$ cat src/rtl/cnn_pkg.sv
// Shared definitions for the CNN front-end: default pixel width and the
// window generator's control states.
package cnn_pkg;

  localparam int DATA_W_DEFAULT = 8;

  typedef enum logic [1:0] {
    FILL  = 2'd0,
    ISSUE = 2'd1,
    WAIT  = 2'd2
  } win_state_e;

endpackage

$ cat src/rtl/line_buffer.sv
// One row of pixel storage: synchronous write, combinational read, one shared
// address so a location can be read and overwritten on the same edge.
module line_buffer
  import cnn_pkg::*;
#(
  parameter int DATA_W = DATA_W_DEFAULT,
  parameter int DEPTH  = 8
) (
  input  logic                     clk,
  input  logic                     we,
  input  logic [$clog2(DEPTH)-1:0] addr,
  input  logic [DATA_W-1:0]        wdata,
  output logic [DATA_W-1:0]        rdata
);

  logic [DATA_W-1:0] mem [DEPTH];

  // NOTE: storage has no reset; every location is written in a frame before it is read.
  always_ff @(posedge clk) begin
    if (we) mem[addr] <= wdata;
  end

  assign rdata = mem[addr];

endmodule

$ cat src/rtl/window_gen_3x3.sv
// Turns a raster pixel stream into unpadded 3x3 windows and hands each one to
// the convolution engine, stalling the stream until the engine finishes.
module window_gen_3x3
  import cnn_pkg::*;
#(
  parameter int DATA_W = DATA_W_DEFAULT,
  parameter int IMG_W  = 8,
  parameter int IMG_H  = 8
) (
  input  logic              clk,
  input  logic              rst,
  input  logic [DATA_W-1:0] pix_in,
  input  logic              pix_valid,
  output logic              pix_ready,
  output logic [DATA_W-1:0] w0,
  output logic [DATA_W-1:0] w1,
  output logic [DATA_W-1:0] w2,
  output logic [DATA_W-1:0] w3,
  output logic [DATA_W-1:0] w4,
  output logic [DATA_W-1:0] w5,
  output logic [DATA_W-1:0] w6,
  output logic [DATA_W-1:0] w7,
  output logic [DATA_W-1:0] w8,
  output logic              conv_start,
  input  logic              conv_done,
  output logic              frame_done,
  output logic              busy
);

  localparam int CW = $clog2(IMG_W);
  localparam int RW = $clog2(IMG_H);

  win_state_e        state, state_next;
  logic [CW-1:0]     col;
  logic [RW-1:0]     row;
  logic [DATA_W-1:0] win [9];
  logic [DATA_W-1:0] lb0_rd, lb1_rd;
  logic              accept, col_last, row_last, win_ready;

  assign pix_ready  = (state == FILL) && !rst;
  assign accept     = pix_valid && pix_ready;
  assign conv_start = (state == ISSUE);
  assign busy       = (state != FILL);
  assign col_last   = (col == CW'(IMG_W - 1));
  assign row_last   = (row == RW'(IMG_H - 1));
  assign win_ready  = (row >= RW'(2)) && (col >= CW'(2));

  // lb0 holds row r-1, lb1 holds row r-2; lb1 inherits lb0's old entry.
  line_buffer #(.DATA_W(DATA_W), .DEPTH(IMG_W)) u_lb0 (
    .clk   (clk),
    .we    (accept),
    .addr  (col),
    .wdata (pix_in),
    .rdata (lb0_rd)
  );

  line_buffer #(.DATA_W(DATA_W), .DEPTH(IMG_W)) u_lb1 (
    .clk   (clk),
    .we    (accept),
    .addr  (col),
    .wdata (lb0_rd),
    .rdata (lb1_rd)
  );

  // NOTE: next-state is defaulted first so no path through the case infers a latch.
  always_comb begin
    state_next = state;
    case (state)
      FILL:    if (accept && win_ready) state_next = ISSUE;
      ISSUE:   state_next = WAIT;
      WAIT:    if (conv_done) state_next = FILL;
      default: state_next = FILL;
    endcase
  end

  // NOTE: non-blocking assignments let the window shift read the pre-edge values.
  always_ff @(posedge clk) begin
    if (rst) begin
      state      <= FILL;
      col        <= '0;
      row        <= '0;
      frame_done <= 1'b0;
      for (int i = 0; i < 9; i++) win[i] <= '0;
    end else begin
      state      <= state_next;
      // Counters have already wrapped when the frame's last window is waiting.
      frame_done <= (state == WAIT) && conv_done && (col == '0) && (row == '0);
      if (accept) begin
        if (col_last) begin
          col <= '0;
          row <= row_last ? '0 : row + RW'(1);
        end else begin
          col <= col + CW'(1);
        end
        win[0] <= win[1];
        win[1] <= win[2];
        win[2] <= lb1_rd;
        win[3] <= win[4];
        win[4] <= win[5];
        win[5] <= lb0_rd;
        win[6] <= win[7];
        win[7] <= win[8];
        win[8] <= pix_in;
      end
    end
  end

  assign w0 = win[0];
  assign w1 = win[1];
  assign w2 = win[2];
  assign w3 = win[3];
  assign w4 = win[4];
  assign w5 = win[5];
  assign w6 = win[6];
  assign w7 = win[7];
  assign w8 = win[8];

endmodule

$ cat config.mk
export PLATFORM = sky130hd
export DESIGN_NAME = window_gen_3x3
export DESIGN_NICKNAME = d
export VERILOG_FILES = /design/src/rtl/cnn_pkg.sv /design/src/rtl/line_buffer.sv /design/src/rtl/window_gen_3x3.sv
export SDC_FILE = /design/constraint.sdc
export NUM_CORES = 1
export LEC_CHECK = 0
export CORE_UTILIZATION = 56
export DETAILED_ROUTE_END_ITERATION = 6
export PLACE_DENSITY_LB_ADDON = 0.2
export SYNTH_ARGS = -nofsm -noshare
export SYNTH_HDL_FRONTEND = slang
export SYNTH_SLANG_ARGS = --single-unit
$ cat constraint.sdc
create_clock -name clk -period 3.9 [get_ports clk]
set_clock_uncertainty 0.15 [all_clocks]
set_input_delay 0.39 -clock clk [delete_from_list [all_inputs] [get_ports clk]]
set_output_delay 0.39 -clock clk [all_outputs]
set_load 0.02 [all_outputs]
# [After elaboration in Yosys (flattened, before gate mapping)]
# Memories as Yosys holds them, arrays and structs flattened. A register that Yosys moved wholly into a read port is not among the register bits.
# Cells that the tools add are included.
[word_totals] register_bits=9 latchBits=0 ramBits=200 rom_bits=0 in_bits=12 out_inout_bits=76 wordCells=64 n_memories=3
[memory_table] name="win" words=9 width=8 read_ports=9 rd_clocked_by_memory_dff=0 write_ports=9 line="window_gen_3x3.sv:36" text="logic [DATA_W-1:0] win [9];"
[memory_table] name="u_lb0.mem" words=8 width=8 read_ports=1 rd_clocked_by_memory_dff=1 write_ports=1 line="line_buffer.sv:16" text="logic [DATA_W-1:0] mem [DEPTH];"
[memory_table] name="u_lb1.mem" words=8 width=8 read_ports=1 rd_clocked_by_memory_dff=1 write_ports=1 line="line_buffer.sv:16"
[classes] n_addsub=2 n_mul=0 div=0 n_lt_le_gt_ge=2 n_eq_ne=6 n_shift=0 n_mux=24 n_bitwise=9 n_reduce_logical=14
[ops] operator="2-to-1 mux 8 bit" count=9
[ops] operator="2-to-1 mux 3 bit" count=6
[ops] operator="bitwise OR 1 bit" count=9
[ops] operator="logical AND 1 bit" count=7
[ops] operator="adder 3 x 1 -> 3 bit (second input constant)" count=2
[ops] operator="equality test 3 bit (second input constant)" count=2
[ops] operator="greater-or-equal comparator 3 x 2 -> 1 bit (second input constant)" count=2
[ops] operator="logical NOT 3 bit" count=2
[ops] operator="2-to-1 mux 1 bit" count=6
[ops] operator="case mux 2 bit (3 select lines)" count=1
[ops] operator="2-to-1 mux 2 bit" count=2
[ops] operator="AND reduction 2 bit" count=2
[ops] operator="equality test 2 x 1 -> 1 bit (second input constant)" count=1
[ops] operator="equality test 2 bit (second input constant)" count=1
[ops] operator="logical NOT 2 bit" count=1
[ops] operator="inequality test 2 x 1 -> 1 bit (second input constant)" count=1
[ops] operator="inequality test 2 bit (second input constant)" count=1
[ops] operator="nonzero test 2 bit" count=1
[ops] operator="logical NOT 1 bit" count=1

# [Depth between registers and ports, before layout]
[depth] ltp_word=7 ltp_mapped=5 ltp_nobuf=5

# [Modules after synthesis]
# A second synthesis with hierarchy kept.
[unflattened] hier_cells=444 hier_area_um2=8215.4
[by_module_without_submodules] mod="line_buffer" n_inst=2 cells_per_inst=121 area_each_um2=2555.0 seq_area_each_um2=1921.8
[by_module_without_submodules] mod="window_gen_3x3" n_inst=1 cells_per_inst=202 area_each_um2=3105.5 seq_area_each_um2=2342.2

# [Least setup slack after synthesis]
# No wires, ideal clock.
[synth_timing] path_type="in2reg" from="input port rst" to="memory win[0][0] in the netlist's numbering, enable pin" setup_ns=0.442 t_arrival_ns=2.830 required_ns=3.308 path_slack_ns=0.478 path_stages=4 path_buffers=2 path_cell_list="or4b_1 > buf_2 > buf_6 > nand2b_1"
[synth_lines] item="start: declaration" line="window_gen_3x3.sv:11" text="input logic rst,"
[synth_lines] item="end: declaration" line="window_gen_3x3.sv:36"

==> impl_metrics.json <==
{
  "status": "finished clean",
  "io_pins": 88,
  "grt_use_total_pct": 21.2,
  "drt_first_pass_iters": 5,
  "final_area_sq_mm": 0.00991,
  "switching_share_pct": 20.7,
  "clock_sinks": 212,
  "cts_tree": "yes",
  "antenna_cells": 0,
  "worstMarginPinSlew_ns": 0.963,
  "ctsResizeCount": 0,
  "crit_fanout": 21,
  "whs_ns": 0.377,
  "fp.dieW_um": 123,
  "critPathArrivalTime_ns": 2.83,
  "wl_per_cell_um": 19.9,
  "async_flop_share_pct": 0,
  "path_clk_slew_ns": 0.06,
  "h-tree-depth": 1,
  "final.fill_count": 870,
  "die_area_sq_mm": 0.0151,
  "maxSlewViolCount": 0,
  "via_count": 4259,
  "relSlewSlack_pct": 35.7,
  "overflow": 0,
  "synth_edf_count": 200,
  "gp_congestion": 0.787,
  "routed_via_density": 5.60,
  "port-buffer-count": 87,
  "period_needed_ns": 2.81,
  "cts_buffers": 21,
  "ys.flop_type": "edfxtp_1",
  "cts_hold_buf": 0,
  "critPathTopFamily": "flip-flops",
  "required_ns": 3.92,
  "final.setup.tns_ns": 0,
  "ys_warn_count": 0,
  "initial_core_util_pct": 58.3,
  "synthCells": 471,
  "cp_cell_sequence": "buf_4 > nor2b_1 > a221oi_2",
  "core_sq_mm": 0.0140,
  "ys_ff_latch": 212,
  "clk_path_buf_depth": 3,
  "rsz0062_at_grt": "no",
  "endpoint_kind": "flip-flop",
  "synth_top_cells_by_count": "edfxtp_1 (200), and2_1 (57), mux2i_1 (48), nor3_1 (15), nor2_1 (14)",
  "antenna_left": 0,
  "clock_power_share_pct": 37.7,
  "crit_buf_inv": 1,
  "synthesis.area_sq_mm": 0.00818,
  "drive_above_1_share_pct": 10.2,
  "root_buffer": "clkbuf_16",
  "synth.area.top_cells": "edfxtp_1 (73%), mux2i_1 (5.9%), and2_1 (4.4%)",
  "grt_max_degree": 62,
  "syn2layout_area_growth_pct": 21.2,
  "p_comb_share_pct": 7.5,
  "postSynthAreaPerCell_sq_um": 17.4,
  "post-route-drc-count": 0,
  "setup_violations": 0,
  "placed_area_sq_mm": 0.00931,
  "power_density_mw_per_mm2": 481,
  "ys_types": 37,
  "grt_pass1_wl_um": 23600,
  "first_iter_violations": 435,
  "yosys.area.top_type": "edfxtp_1",
  "synth_top_area_share_pct": 73.4,
  "critPathLaunchType": "flip-flop",
  "cp_slowest_cell": "dfxtp_1",
  "timing.final.crit_share_pct": 72.0,
  "p_seq_share_pct": 54.8,
  "netSwitchingPower_mw": 0.989,
  "max_freq_mhz": 356,
  "max_stage_delay_ns": 0.95,
  "num_rows": 43,
  "maxCapViolations": 0,
  "fin_nets": 590,
  "hpwl_um": 9830,
  "leakage_nw": 3.34,
  "syn_nets": 491,
  "antenna_found_initial": 0,
  "cts_setup_buffers": 0,
  "ys_seq_area_share_pct": 76.4,
  "die-height_um": 123,
  "hold_violations": 0,
  "wl_um": 15100,
  "grt_pass1_vias": 4201,
  "clock_latency_ns": 0.48,
  "crit_type": "reg2reg",
  "ir_drop_mv": 0.363,
  "synth.most_common_cell": "edfxtp_1",
  "hold_class": "reg2reg",
  "internal_power_mw": 3.78
}
-- metal layers --
metal / global-route usage [%] / wire length, um / vias up
li1: - / - / 2004
met1: 30.5 / 6520 / 2074
met2: 34.3 / 7240 / 161
met3: 3.62 / 1160 / 20
met4: 4.34 / 211 / 0
met5: 0 / 0 / -
-- area by class of cell --
cell class,count,area (sq um),share of cell area [%]
Clock buffer,28,552,5.57
Clock inverter,6,50.0,0.505
Timing Repair Buffer,100,981,9.89
Sequential cell,212,6250,63.0
Tap cell,180,225,2.27
Multi-Input combinational cell,229,1840,18.5
Inverter,6,22.5,0.227
-- power groups by stage --
stage          Sequential [mW]  Combinational (mW)  Clock (mW)
2_1_floorplan             2.72               0.128           0
3_3_place_gp              2.66               0.351           0
3_5_place_dp              2.66               0.360           0
4_1_cts                   2.61               0.361        1.83
5_1_grt                   2.62               0.385        1.91
6_report                  2.61               0.358        1.80
-- stage by stage --
step / util, % / power (mW) / cells / setup slack, ns
6_report: 70.6 / 4.77 / 761 / 1.09
3_3_place_gp: 66.3 / 3.01 / 727 / 1.05
4_1_cts: 70.6 / 4.80 / 761 / 1.12
5_1_grt: 70.6 / 4.92 / 761 / 0.954
3_5_place_dp: 66.3 / 3.02 / 727 / 1.01
2_1_floorplan: - / 2.85 / 471 / 0.478
-- placed cells by master, fill, tap and decap left out, drive strengths merged --
cell and count:
edfxtp 200, clkdlybuf4s50 87, and2 57, mux2i 48, clkbuf 28, nor3 15
nor2 14, mux2 14, buf 13, dfxtp 12, nand2 9, a22o 8
a221o 8, a221oi 8, ha 8, nor2b 7, o22ai 7, a21oi 6
inv 6, clkinv 5, o21ai 3, nand3 3, nor4 2, a211oi 2
nor4b 2, nand2b 2, or2 1, or4b 1, nand4b 1, or4 1
nand3b 1, and4b 1, bufinv 1
-- worst paths after layout --
check | from | depth (start not counted) | to | slack (ns)
hold reg to reg | row[0]$_SDFFE_PP0P_ | 2 | row[0]$_SDFFE_PP0P_ | 0.38
hold / removal | row[0]$_SDFFE_PP0P_ | 2 | row[0]$_SDFFE_PP0P_ | 0.38
setup / recovery | flip-flop | 3 | win[0][23]$_SDFFCE_PN0P_ | 1.09
setup reg to reg | flip-flop | 3 | win[0][23]$_SDFFCE_PN0P_ | 1.09
-- sequential cells by signal, summed over array words and instances (netlist names), named ones only --
signal,flops
col,3
frame_done,1
row,3
state,2
u_lb0.mem,64
u_lb1.mem,64
win,72
-- worst reg2reg max path: stages (launching register included) --
cell and delay, ns:
dfxtp_1 0.95, buf_4 0.44, nor2b_1 0.79, a221oi_2 0.17
-- cell families (layout without fill, tap and decap cells) --
kind of cell             count (synthesis)  count (layout)  share of synthesized area (%)
AND/OR/NAND/NOR                        117             117                           8.34
AO/OA/AOI/OAI                           42              42                           4.57
multiplexers                            62              62                           7.80
flip-flops                             212             212                           76.4
buffers and inverters                   30             140                           1.71
adder cells (fa/ha/maj)                  8               8                           1.22
Power figures use the tool's default switching activity.
